--- config.mk ---
export PLATFORM = sky130hd
export DESIGN_NAME = cp0_exc_ctrl_flat
export DESIGN_NICKNAME = d
export VERILOG_FILES = /design/src/rtl/cp0_exc_ctrl_if.sv /design/src/rtl/cp0_exc_ctrl.sv /design/src/flat_wrapper.sv
export SDC_FILE = /design/constraint.sdc
export NUM_CORES = 1
export LEC_CHECK = 0
export ABC_CLOCK_PERIOD_IN_PS = 3550
export CELL_PAD_IN_SITES_DETAIL_PLACEMENT = 1
export CELL_PAD_IN_SITES_GLOBAL_PLACEMENT = 2
export CORE_MARGIN = 5
export CORE_UTILIZATION = 21
export DETAILED_ROUTE_END_ITERATION = 10
export GPL_ROUTABILITY_DRIVEN = 0
export GPL_TIMING_DRIVEN = 0
export PLACE_DENSITY_LB_ADDON = 0.3
export SLEW_MARGIN = 10
export SYNTH_ARGS = -nofsm -noshare
export SYNTH_HDL_FRONTEND = slang
export SYNTH_SLANG_ARGS = --single-unit
--- constraint.sdc ---
create_clock -name clk -period 3.55 [get_ports clk]
set_input_delay 0.71 -clock clk [delete_from_list [all_inputs] [get_ports clk]]
set_output_delay 0.71 -clock clk [all_outputs]
set_load 0.01 [all_outputs]
--- src/rtl/cp0_exc_ctrl_if.sv ---
// CP0 register access port: live Status/Cause/EPC/timer reads plus the single CP0 write port.
// Latency: pure wiring, no storage.
// Backpressure: none on this port; the sequencer owns the write port while it runs.
interface cp0_exc_ctrl_if;
  logic [31:0] status_i;
  logic [31:0] cause_i;
  logic [31:0] epc_i;
  logic        timer_int_i;
  logic        cp0_we_o;
  logic [4:0]  cp0_waddr_o;
  logic [31:0] cp0_wdata_o;

  // Exception controller side: reads CP0 state, drives the write port
  modport master (
    input  status_i, cause_i, epc_i, timer_int_i,
    output cp0_we_o, cp0_waddr_o, cp0_wdata_o
  );

  // CP0 register file side
  modport slave (
    output status_i, cause_i, epc_i, timer_int_i,
    input  cp0_we_o, cp0_waddr_o, cp0_wdata_o
  );
endinterface

--- src/rtl/cp0_exc_ctrl.sv ---
// MEM-stage exception/interrupt entry and ERET sequencer; serialises EPC/Status/Cause onto the CP0 write port.
// Latency: entry redirects at T+4 (EPC, Status, Cause writes, then jump); ERET redirects at T+2.
// Backpressure: stall_o holds IF..MEM from the taking cycle until the jump; mtc0 is forwarded only when idle.
module cp0_exc_ctrl #(
  parameter logic [31:0] EXC_VECTOR = 32'h0000_0040,
  parameter logic [4:0]  INT_CODE   = 5'd0
) (
  input  logic                  clk,
  input  logic                  rst,
  input  logic                  exc_valid_i,
  input  logic [4:0]            exc_type_i,
  input  logic                  eret_i,
  input  logic [31:0]           pc_i,
  input  logic                  in_delay_slot_i,
  input  logic                  mtc0_we_i,
  input  logic [4:0]            mtc0_addr_i,
  input  logic [31:0]           mtc0_data_i,
  cp0_exc_ctrl_if.master        cp0,
  output logic                  stall_o,
  output logic                  flush_o,
  output logic [31:0]           new_pc_o,
  output logic                  new_pc_valid_o,
  output logic [4:0]            exc_code_o,
  output logic                  busy_o
);

  localparam logic [4:0] ADDR_STATUS = 5'd12;
  localparam logic [4:0] ADDR_CAUSE  = 5'd13;
  localparam logic [4:0] ADDR_EPC    = 5'd14;

  typedef enum logic [2:0] {
    S_IDLE, S_W_EPC, S_W_STAT, S_W_CAUSE, S_JUMP, S_E_STAT
  } state_t;

  state_t      r_state;
  state_t      w_next;
  logic [31:0] r_epc;
  logic        r_bd;
  logic [4:0]  r_code;
  logic [31:0] r_target;
  logic [4:0]  r_exc_code;

  logic        w_int_take;
  logic        w_exc_take;
  logic        w_eret_take;
  logic        w_entry;
  logic        w_unused_cause;

  // Cause[6:2] is always replaced by the new ExcCode, so its old value is never read
  assign w_unused_cause = ^cp0.cause_i[6:2];

  // Interrupt needs IE set, EXL clear and at least one unmasked pending line (timer rides on IM7)
  assign w_int_take  = exc_valid_i & cp0.status_i[0] & ~cp0.status_i[1] &
                       ((|(cp0.cause_i[15:8] & cp0.status_i[15:8])) |
                        (cp0.timer_int_i & cp0.status_i[15]));
  assign w_exc_take  = ~w_int_take & exc_valid_i & (exc_type_i != 5'd0);
  assign w_eret_take = ~w_int_take & ~w_exc_take & exc_valid_i & eret_i;
  assign w_entry     = w_int_take | w_exc_take;

  assign exc_code_o  = r_exc_code;

  // State register plus latches for the entry context, redirect target and reported ExcCode
  always_ff @(posedge clk) begin
    if (rst) begin
      r_state    <= S_IDLE;
      r_epc      <= 32'd0;
      r_bd       <= 1'b0;
      r_code     <= 5'd0;
      r_target   <= 32'd0;
      r_exc_code <= 5'd0;
    end else begin
      r_state <= w_next;
      if (r_state == S_IDLE && w_entry) begin
        r_code   <= w_int_take ? INT_CODE : exc_type_i;
        r_bd     <= in_delay_slot_i;
        r_epc    <= in_delay_slot_i ? (pc_i - 32'd4) : pc_i;
        r_target <= EXC_VECTOR;
      end
      if (r_state == S_E_STAT) begin
        r_target <= cp0.epc_i;
      end
      if (r_state == S_W_CAUSE) begin
        r_exc_code <= r_code;
      end
    end
  end

  // Next state and per-state drive of the CP0 write port, stall and redirect; all quiet during reset
  always_comb begin
    w_next          = r_state;
    cp0.cp0_we_o    = 1'b0;
    cp0.cp0_waddr_o = 5'd0;
    cp0.cp0_wdata_o = 32'd0;
    stall_o         = 1'b0;
    flush_o         = 1'b0;
    new_pc_o        = 32'd0;
    new_pc_valid_o  = 1'b0;
    busy_o          = 1'b0;
    if (!rst) begin
      busy_o  = (r_state != S_IDLE);
      stall_o = (r_state != S_IDLE);
      case (r_state)
        S_IDLE: begin
          if (w_entry) begin
            w_next  = S_W_EPC;
            stall_o = 1'b1;
          end else if (w_eret_take) begin
            w_next  = S_E_STAT;
            stall_o = 1'b1;
          end else begin
            cp0.cp0_we_o    = mtc0_we_i;
            cp0.cp0_waddr_o = mtc0_addr_i;
            cp0.cp0_wdata_o = mtc0_data_i;
          end
        end
        S_W_EPC: begin
          cp0.cp0_we_o    = 1'b1;
          cp0.cp0_waddr_o = ADDR_EPC;
          cp0.cp0_wdata_o = r_epc;
          w_next          = S_W_STAT;
        end
        S_W_STAT: begin
          cp0.cp0_we_o    = 1'b1;
          cp0.cp0_waddr_o = ADDR_STATUS;
          cp0.cp0_wdata_o = cp0.status_i | 32'h0000_0002;
          w_next          = S_W_CAUSE;
        end
        S_W_CAUSE: begin
          cp0.cp0_we_o    = 1'b1;
          cp0.cp0_waddr_o = ADDR_CAUSE;
          cp0.cp0_wdata_o = {r_bd, cp0.cause_i[30:7], r_code, cp0.cause_i[1:0]};
          w_next          = S_JUMP;
        end
        S_E_STAT: begin
          cp0.cp0_we_o    = 1'b1;
          cp0.cp0_waddr_o = ADDR_STATUS;
          cp0.cp0_wdata_o = cp0.status_i & ~32'h0000_0002;
          w_next          = S_JUMP;
        end
        S_JUMP: begin
          new_pc_o       = r_target;
          new_pc_valid_o = 1'b1;
          flush_o        = 1'b1;
          w_next         = S_IDLE;
        end
        default: begin
          w_next = S_IDLE;
        end
      endcase
    end
  end

endmodule
--- src/flat_wrapper.sv ---
// flat-port wrapper written by rule: the top's interface ports become plain ports
module cp0_exc_ctrl_flat 
#(
  parameter logic [31:0] EXC_VECTOR = 32'h0000_0040,
  parameter logic [4:0]  INT_CODE   = 5'd0
)
  (clk, rst, exc_valid_i, exc_type_i, eret_i, pc_i, in_delay_slot_i, mtc0_we_i, mtc0_addr_i, mtc0_data_i, stall_o, flush_o, new_pc_o, new_pc_valid_o, exc_code_o, busy_o, cp0_status_i, cp0_cause_i, cp0_epc_i, cp0_timer_int_i, cp0_cp0_we_o, cp0_cp0_waddr_o, cp0_cp0_wdata_o);
  cp0_exc_ctrl_if cp0_i ();
  input  logic clk;
  input  logic rst;
  input  logic exc_valid_i;
  input  logic [4:0] exc_type_i;
  input  logic eret_i;
  input  logic [31:0] pc_i;
  input  logic in_delay_slot_i;
  input  logic mtc0_we_i;
  input  logic [4:0] mtc0_addr_i;
  input  logic [31:0] mtc0_data_i;
  output logic stall_o;
  output logic flush_o;
  output logic [31:0] new_pc_o;
  output logic new_pc_valid_o;
  output logic [4:0] exc_code_o;
  output logic busy_o;
  input wire logic [$bits(cp0_i.status_i)-1:0] cp0_status_i;
  input wire logic [$bits(cp0_i.cause_i)-1:0] cp0_cause_i;
  input wire logic [$bits(cp0_i.epc_i)-1:0] cp0_epc_i;
  input wire logic [$bits(cp0_i.timer_int_i)-1:0] cp0_timer_int_i;
  output wire logic [$bits(cp0_i.cp0_we_o)-1:0] cp0_cp0_we_o;
  output wire logic [$bits(cp0_i.cp0_waddr_o)-1:0] cp0_cp0_waddr_o;
  output wire logic [$bits(cp0_i.cp0_wdata_o)-1:0] cp0_cp0_wdata_o;
  assign cp0_i.status_i = cp0_status_i;
  assign cp0_i.cause_i = cp0_cause_i;
  assign cp0_i.epc_i = cp0_epc_i;
  assign cp0_i.timer_int_i = cp0_timer_int_i;
  assign cp0_cp0_we_o = cp0_i.cp0_we_o;
  assign cp0_cp0_waddr_o = cp0_i.cp0_waddr_o;
  assign cp0_cp0_wdata_o = cp0_i.cp0_wdata_o;
  cp0_exc_ctrl #(.EXC_VECTOR(EXC_VECTOR), .INT_CODE(INT_CODE)) u_core (.clk(clk), .rst(rst), .exc_valid_i(exc_valid_i), .exc_type_i(exc_type_i), .eret_i(eret_i), .pc_i(pc_i), .in_delay_slot_i(in_delay_slot_i), .mtc0_we_i(mtc0_we_i), .mtc0_addr_i(mtc0_addr_i), .mtc0_data_i(mtc0_data_i), .cp0(cp0_i), .stall_o(stall_o), .flush_o(flush_o), .new_pc_o(new_pc_o), .new_pc_valid_o(new_pc_valid_o), .exc_code_o(exc_code_o), .busy_o(busy_o));
endmodule
==> reports/metrics.yaml, run 1 <==
floorplanning:
  die_y_um: 164
  die-area_um2: 26900
  die_w_um: 164
  rows: 56
  start_util_pct: 21.2
  io_pins: 256
  fp.coreArea_um2: 23400
synthesis:
  synthCells: 639
  postSynthAreaPerCell_um2: 7.78
  syn-num-nets: 817
  syn-cell-area_um2: 4970
  yosysWarnings: 0
  synthArstFlopShare_pct: 0
  synth.distinct_cells: 46
  ys_seq_elements: 78
  synth-main-ff-cell: "dfxtp_1"
  yosysSeqAreaShare_pct: 31.4
  synth-edff-count: 0
worst_hold_path:
  hp-class: "flip-flop to flip-flop"
sta:
  timing.fmax_mhz: 287
  whs_ps: 460
  finalCriticalPeriod_ps: 3490
  worstMarginPinSlew_ps: 973
  slew-limit-headroom_pct: 34.6
  slew_violations: 0
  setup_violations: 0
  tns_ps: 0
  finalCritPeriodShare_pct: 98.3
  hold_viol_final: 0
  finClkSkew_ps: 10.4
routing:
  drc: 0
  vias: 5814
  wl_per_cell_um: 19.5
  postRouteAntennaNets: 0
  drt_iter0_markers: 322
  drt_wl_total_um: 24100
  drt_pass1_iterations: 4
  viasPerCell: 4.71
placed_design:
  hpwl_um: 18900
  dp_cells: 1205
  place_area_um2: 7840
  io_buffer_count: 247
global_routing:
  grt-ovfl-total: 0
  grt_pass1_vias: 6001
  antenna_found_initial: 4
  grt_start_max_net_pins: 14
  grt_util_all_layers_pct: 17.1
  grt_pass1_wl_um: 35400
clocking:
  clock_path_buffers: 2
  cts_root_buffer: "clkbuf_16"
  path_clk_slew_ps: 60
  cts_buffers: 9
  cts.sinks: 78
  htree_levels: 3
  clock_latency_ps: 350
  cts_tree: "done"
power_and_ir_drop:
  finalPower_w: 0.00314
  irDropWorstVdd_uv: 196
  power.leakage_nw: 3.00
  power_per_cell_area_nw_per_um2: 381
layout:
  seqCellArea_um2: 1560
  instances_no_fill: 1235
  layout_common_cells: "clkdlybuf4s50_1 (202), dfxtp_1 (78), nand2_1 (69)"
  multiInputGateArea_um2: 3220
  layout-drive-gt1-share_pct: 13.6
  final_nets: 1085
  final_common_cell: "clkdlybuf4s50_1"
  fill_cells: 2835
  design_area_um2: 8250
  area_delta_synth_final_pct: 66.0
critical_path:
  end_kind: "primary output"
  critPathLaunchType: "primary input"
  required_ps: 2840
  cp.arrival_ps: 2780
  cp_max_fo: 5
  crit_type: "primary input to primary output"
flow_run:
  timing.max_cap.violations: 0
outcome:
  status: "complete, no violations"
-- critical path: stages --
cell and delay [ps]:
clkdlybuf4s50_1 430, or4_4 470, o21ai_4 190, o21ai_4 100, nor3_4 210, buf_6 160, clkbuf_16 150, a21o_1 110
clkdlybuf4s15_1 240
-- power breakdown --
| group | switching [W] | internal [W] |
|---|---|---|
| combinational | 0.000608 | 0.000538 |
| sequential | 0.0000552 | 0.000963 |
| clock | 0.000397 | 0.000582 |
| total | 0.00106 | 0.00208 |
-- per-stage QoR --
step / utilization [%] / worst slack (ps)
2_1_floorplan: - / 391
3_3_place_gp: 33.5 / -1580
3_5_place_dp: 33.5 / -1550
4_1_cts: 35.3 / -43.7
5_1_grt: 35.3 / -7.16
6_report: 35.3 / 60.3
-- synth_stat cells, drive strengths merged (25+ instances only) --
library cell	number	area, um^2
clkbuf	42	158
a211oi	28	220
and2	33	206
dfxtp	78	1560
nor2	56	210
nand3	35	175
o21ai	25	125
a21oi	49	245
a22oi	34	255
nand2	69	259
a22o	27	236
mux2	31	349
-- registers in the layout, indices dropped and copies added (netlist names) --
signal and cells:
u_core.r_code 5, u_core.exc_code_o 5, u_core.r_target 32, u_core.r_bd 1, u_core.r_state 3, u_core.r_epc 32
-- final timing paths --
kind / start / slack (ps) / end / cells past startpoint
max: exc_type_i[4] / 60 / cp0_cp0_waddr_o[3] / 9
max reg2reg: u_core.r_state[2] / 1100 / u_core.r_epc[3] / 7
min reg2reg: u_core.r_target[13] / 460 / u_core.r_target[13] / 2
min: u_core.r_target[13] / 460 / u_core.r_target[13] / 2
-- timing repair --
action	in CTS	in global routing
resized for setup	146	39
setup endpoints to repair	73	62
pin swaps	5	6
hold buffers	0	0
cloned	0	2
buffers inserted	6	3
-- final cells by class --
class / instances / area share (%)
plain buffers: 59 / 3.68
repair buffers: 258 / 29.5
inverters: 3 / 0.136
diodes: 4 / 0.121
clock buffers: 11 / 3.06
flip-flops and latches: 78 / 18.9
well taps: 319 / 4.84
multi-input cells: 498 / 39.0
clock inverters: 5 / 0.697
-- kinds of logic after synthesis --
family / synth area share, %
buffers and inverters: 4.93
muxes: 8.03
xor gates and xnor gates: 4.93
DFF: 31.4
adders and majority gates: 0.252
AOI/OAI and AO/OA: 25.4
and+or+nand+nor: 25.1
-- routing by layer --
metal	track usage (%)	vias up	part of all wire, %
li1	-	2871	-
met1	22.4	2737	44
met2	28.7	178	47
met3	3.16	26	6.2
met4	5.34	2	2.0
met5	0	-	0.054
Power figures use the tool's default switching activity.
==> run 2, diff against run 1 <==
MAX_ROUTING_LAYER = met4   (was unset)
==> run 2 against run 1 <==
Net effect: utilization is essentially flat; maximum frequency about the same; clock power fell by 0.6%; worst hold slack worse by 0.83 ps; critical path type unchanged; combinational power is essentially flat; largest cell class unchanged; largest power group unchanged; flip-flop and latch count unchanged; via count down 0.55%.
==> reports/metrics.yaml, run 2 (synthesized netlist as in run 1, its figures left out) <==
outcome:
  status: "complete, no violations"
sta:
  finClkSkew_ps: 7.65
  slew_violations: 0
  tns_ps: 0
  fin_ws_ps: 61.8
  worstMarginPinSlew_ps: 1030
  finalCriticalPeriod_ps: 3490
  timing.fmax_mhz: 287
  finalCritPeriodShare_pct: 98.3
  hold_viol_final: 0
  slew-limit-headroom_pct: 30.8
  setup_violations: 0
  whs_ps: 459
placed_design:
  hpwl_um: 18900
  io_buffer_count: 247
  dp_cells: 1205
  dpl_worst_slack_ps: -1550
power_and_ir_drop:
  power_per_cell_area_nw_per_um2: 380
  combPwrFrac_pct: 36.5
  seq_power_share_pct: 32.5
  sw_frac_of_total_pct: 33.6
  clkPwrFrac_pct: 31.1
  irDropWorstVdd_uv: 194
  power.leakage_nw: 3.00
  p_sw_w: 0.00105
  p_int_w: 0.00208
layout:
  instances_no_fill: 1236
  layout-drive-gt1-share_pct: 13.6
  final_nets: 1085
  final_common_cell: "clkdlybuf4s50_1"
  seqCellArea_um2: 1560
  multiInputGateArea_um2: 3220
  area_delta_synth_final_pct: 65.9
  fin_util_pct: 35.2
  top_regs: "u_core.r_epc: 32 flops, u_core.r_target: 32 flops"
  layout_common_cells: "clkdlybuf4s50_1 (202), dfxtp_1 (78), nand2_1 (69)"
  fill_cells: 2839
floorplanning:
  io_pins: 256
  die_w_um: 164
  fp.coreArea_um2: 23400
  die_y_um: 164
  rows: 56
  start_util_pct: 21.2
  die-area_um2: 26900
clocking:
  cts_tree: "done"
  clock_path_buffers: 2
  path_clk_slew_ps: 60
  htree_levels: 3
  clock_latency_ps: 350
  cts_root_buffer: "clkbuf_16"
  cts.sinks: 78
  postCtsHoldBufs: 0
  cts_buffers: 9
routing:
  postRouteAntennaNets: 0
  drt_iter0_markers: 341
  drc: 0
  vias: 5782
  viasPerCell: 4.68
  wl_per_cell_um: 19.5
  drt_pass1_iterations: 4
  drt_wl_total_um: 24100
global_routing:
  grt-ovfl-total: 0
  grt_pass1_vias: 6005
  grt_start_max_net_pins: 14
  antenna_found_initial: 4
  grt_util_all_layers_pct: 17.6
  grt_pass1_wl_um: 35400
critical_path:
  crit_type: "primary input to primary output"
  reg2reg_slack_ps: 1130
  cp_common_cell: "o21ai_4"
  cp.arrival_ps: 2780
  end_kind: "primary output"
  critPathLaunchType: "primary input"
  worstPathCellList: "clkdlybuf4s50_1 > or4_4 > o21ai_4 > o21ai_4 > nor3_4 > buf_6 > clkbuf_16 > a21o_1 > clkdlybuf4s15_1"
  cp_max_fo: 5
  critPathMaxStageDelay_ps: 470
  required_ps: 2840
  crit_slowest_cell: "or4_4"
worst_hold_path:
  hp-class: "flip-flop to flip-flop"
flow_run:
  timing.max_cap.violations: 0
[run 2: cell count changes in the layout (fill, tap and decap cells not counted), sizes merged]
cell	previous run	this run
diode	4	5
buf	61	62
clkbuf	54	53
[run 2: worst paths after layout]
path | from | endpoint | cells past startpoint
min reg2reg | u_core.r_target[7] | u_core.r_target[7] | 2
max | exc_type_i[4] | cp0_cp0_waddr_o[3] | 9
max reg2reg | u_core.r_state[2] | u_core.r_epc[3] | 7
min | u_core.r_target[7] | u_core.r_target[7] | 2
[run 2: what timing repair did]
action	in CTS	in global routing
endpoints found under the hold margin	0	0
cloned	0	2
setup buffers	6	3
setup endpoints to repair	73	62
pin swaps	5	6
gates resized for setup	146	39
[run 2: power by group through the flow]
stage,sequential [W],clock [W],combinational [W]
CTS,0.00102,0.00100,0.00116
detailed placement,0.00104,0,0.00115
floorplan,0.00101,0,0.000594
global route,0.00103,0.00104,0.00125
finish,0.00102,0.000973,0.00114
global placement,0.00104,0,0.00115
[run 2: layer usage]
| metal | up-vias | wire length [um] | share of wire [%] | track usage, % |
|---|---|---|---|---|
| li1 | 2871 | - | - | - |
| met1 | 2721 | 10900 | 45 | 22.7 |
| met2 | 168 | 11400 | 47 | 28.6 |
| met3 | 22 | 1340 | 5.6 | 2.71 |
| met4 | 0 | 378 | 1.6 | 5.34 |
| met5 | - | 0 | 0 | - |
[run 2: critical path: cells and delay by family]
| kind | cells | cell delay (ps) |
|---|---|---|
| AOI/OAI and AO/OA | 3 | 400 |
| buffers and inverters | 4 | 980 |
| and+or+nand+nor | 2 | 680 |
[run 2: through the flow]
step / power, W / instance area (um^2)
6_report: 0.00313 / 8250
5_1_grt: 0.00331 / 8250
4_1_cts: 0.00318 / 8260
3_5_place_dp: 0.00219 / 7840
3_3_place_gp: 0.00219 / 7840
2_1_floorplan: 0.00161 / 4970
[run 2: cell type report]
type,count,share of cell area (%)
multi-input cells,498,39.0
plain buffers,59,3.69
repair buffers,258,29.5
clock buffers,11,3.06
diodes,5,0.152
flip-flops and latches,78,18.9
inverters,3,0.137
clock inverters,5,0.698
well taps,319,4.84
==> run 3, diff against run 2 <==
ABC_CLOCK_PERIOD_IN_PS = 4500   (was 3550)
CORE_UTILIZATION = 23   (was 21)
CTS_CLUSTER_SIZE = 12   (was unset)
clock period = 4.5 ns   (was 3.55 ns; I/O delays follow)
==> run 3 against run 2 <==
Net effect: cell area is 0.39% lower; global-route usage increased by 0.78 points; combinational power is 20% lower; via count fell by 0.78%; critical path type unchanged; highest routed layer unchanged.
==> reports/metrics.yaml, run 3 (synthesized netlist as in run 1, its figures left out) <==
floorplanning:
  fp.coreArea_um2: 21200
  die-area_um2: 24700
  io_pins: 256
  die_y_um: 157
  rows: 53
  die_w_um: 157
  start_util_pct: 23.5
critical_path:
  end_kind: "primary output"
  cp_max_fo: 10
  crit_type: "primary input to primary output"
  critPathLaunchType: "primary input"
  required_ps: 3600
  cp.arrival_ps: 3430
power_and_ir_drop:
  power.leakage_nw: 2.86
  clkPwrFrac_pct: 32.3
  irDropWorstVdd_uv: 150
  finalPower_w: 0.00254
  combPwrFrac_pct: 35.9
  p_int_w: 0.00171
  sw_frac_of_total_pct: 32.5
  p_sw_w: 0.000824
  power_per_cell_area_nw_per_um2: 309
  seq_power_share_pct: 31.8
sta:
  hold_viol_final: 0
  finalCriticalPeriod_ps: 4330
  finClkSkew_ps: 6.18
  fin_ws_ps: 174
  whs_ps: 461
  setup_violations: 0
  worstMarginPinSlew_ps: 781
  slew_violations: 0
  finalCritPeriodShare_pct: 96.1
  slew-limit-headroom_pct: 47.4
  timing.fmax_mhz: 231
routing:
  viasPerCell: 4.85
  wl_per_cell_um: 19.3
  drt_wl_total_um: 22900
  drc: 0
  vias: 5737
  drt_iter0_markers: 221
  postRouteAntennaNets: 0
  drt_pass1_iterations: 4
clocking:
  cts_buffers: 9
  clock_latency_ps: 340
  cts_root_buffer: "clkbuf_16"
  htree_levels: 3
  postCtsHoldBufs: 0
  clock_path_buffers: 2
  cts.sinks: 78
  path_clk_slew_ps: 70
  cts_tree: "done"
layout:
  top_regs: "u_core.r_epc: 32 flops, u_core.r_target: 32 flops"
  multiInputGateArea_um2: 3180
  layout-drive-gt1-share_pct: 7.94
  area_delta_synth_final_pct: 65.2
  final_nets: 1080
  fill_cells: 2552
  final_common_cell: "clkdlybuf4s50_1"
  layout_common_cells: "clkdlybuf4s50_1 (243), dfxtp_1 (78), nand2_1 (69)"
  seqCellArea_um2: 1560
worst_hold_path:
  hp-class: "flip-flop to flip-flop"
global_routing:
  grt_util_all_layers_pct: 18.4
  grt-ovfl-total: 0
  grt_pass1_vias: 6056
  grt_start_max_net_pins: 15
  antenna_found_initial: 1
  grt_pass1_wl_um: 34400
flow_run:
  timing.max_cap.violations: 0
outcome:
  status: "complete, no violations"
placed_design:
  dpl_worst_slack_ps: -946
  io_buffer_count: 247
  hpwl_um: 18400
[run 3: power groups by stage]
stage	Sequential [W]	Clock, W	Combinational [W]
4_1_cts	0.000808	0.000839	0.000920
2_1_floorplan	0.000800	0	0.000468
5_1_grt	0.000815	0.000869	0.000996
3_3_place_gp	0.000821	0	0.000899
3_5_place_dp	0.000823	0	0.000905
6_report	0.000806	0.000819	0.000911
[run 3: layout make-up]
cell class,count,share of cell area [%]
Antenna cell,2,0.0609
Buffer,59,2.94
Clock buffer,10,2.91
Clock inverter,6,1.13
Inverter,3,0.137
Multi-Input combinational cell,498,38.7
Sequential cell,78,19.0
Tap cell,275,4.19
Timing Repair Buffer,253,30.9
[run 3: critical path: stages]
cell             delay, ps
clkdlybuf4s50_1        420
or4_1                  560
o21ai_1                200
o21ai_2                120
nor3_4                 190
buf_4                  150
buf_4                  170
o2bb2ai_1              130
clkdlybuf4s50_1        580
[run 3: worst paths after layout]
path / slack, ps / to / cells past startpoint / from
worst max-delay path: 170 / cp0_cp0_wdata_o[14] / 9 / exc_type_i[2]
worst min-delay path: 460 / u_core.r_target[24] / 2 / u_core.r_target[24]
worst max register to register: 2020 / u_core.r_epc[3] / 7 / u_core.r_state[2]
worst min register to register: 460 / u_core.r_target[24] / 2 / u_core.r_target[24]
[run 3: per-stage QoR]
| step | std cells | utilization (%) | TNS (ps) | cell area, um^2 |
|---|---|---|---|---|
| 6_report | 1184 | 38.8 | 0 | 8220 |
| 5_1_grt | 1183 | 38.8 | -11.5 | 8210 |
| 4_1_cts | 1181 | 38.7 | 0 | 8180 |
| 3_5_place_dp | 1161 | 36.8 | -26140 | 7790 |
| 3_3_place_gp | 1161 | 36.8 | -25190 | 7790 |
| 2_1_floorplan | 639 | - | 0 | 4970 |
[run 3: timing repair]
item                                    in CTS  in global routing
buffers inserted                             5                  1
endpoints found under the setup margin      37                 20
gates resized for setup                      4                 10
pin swaps                                    2                  1
[run 3: routing by layer]
metal	routed length (um)	track usage, %	vias to the layer above
li1	-	-	2861
met1	10500	24.1	2688
met2	10900	29.9	167
met3	1200	2.97	21
met4	289	4.26	0
met5	0	-	-
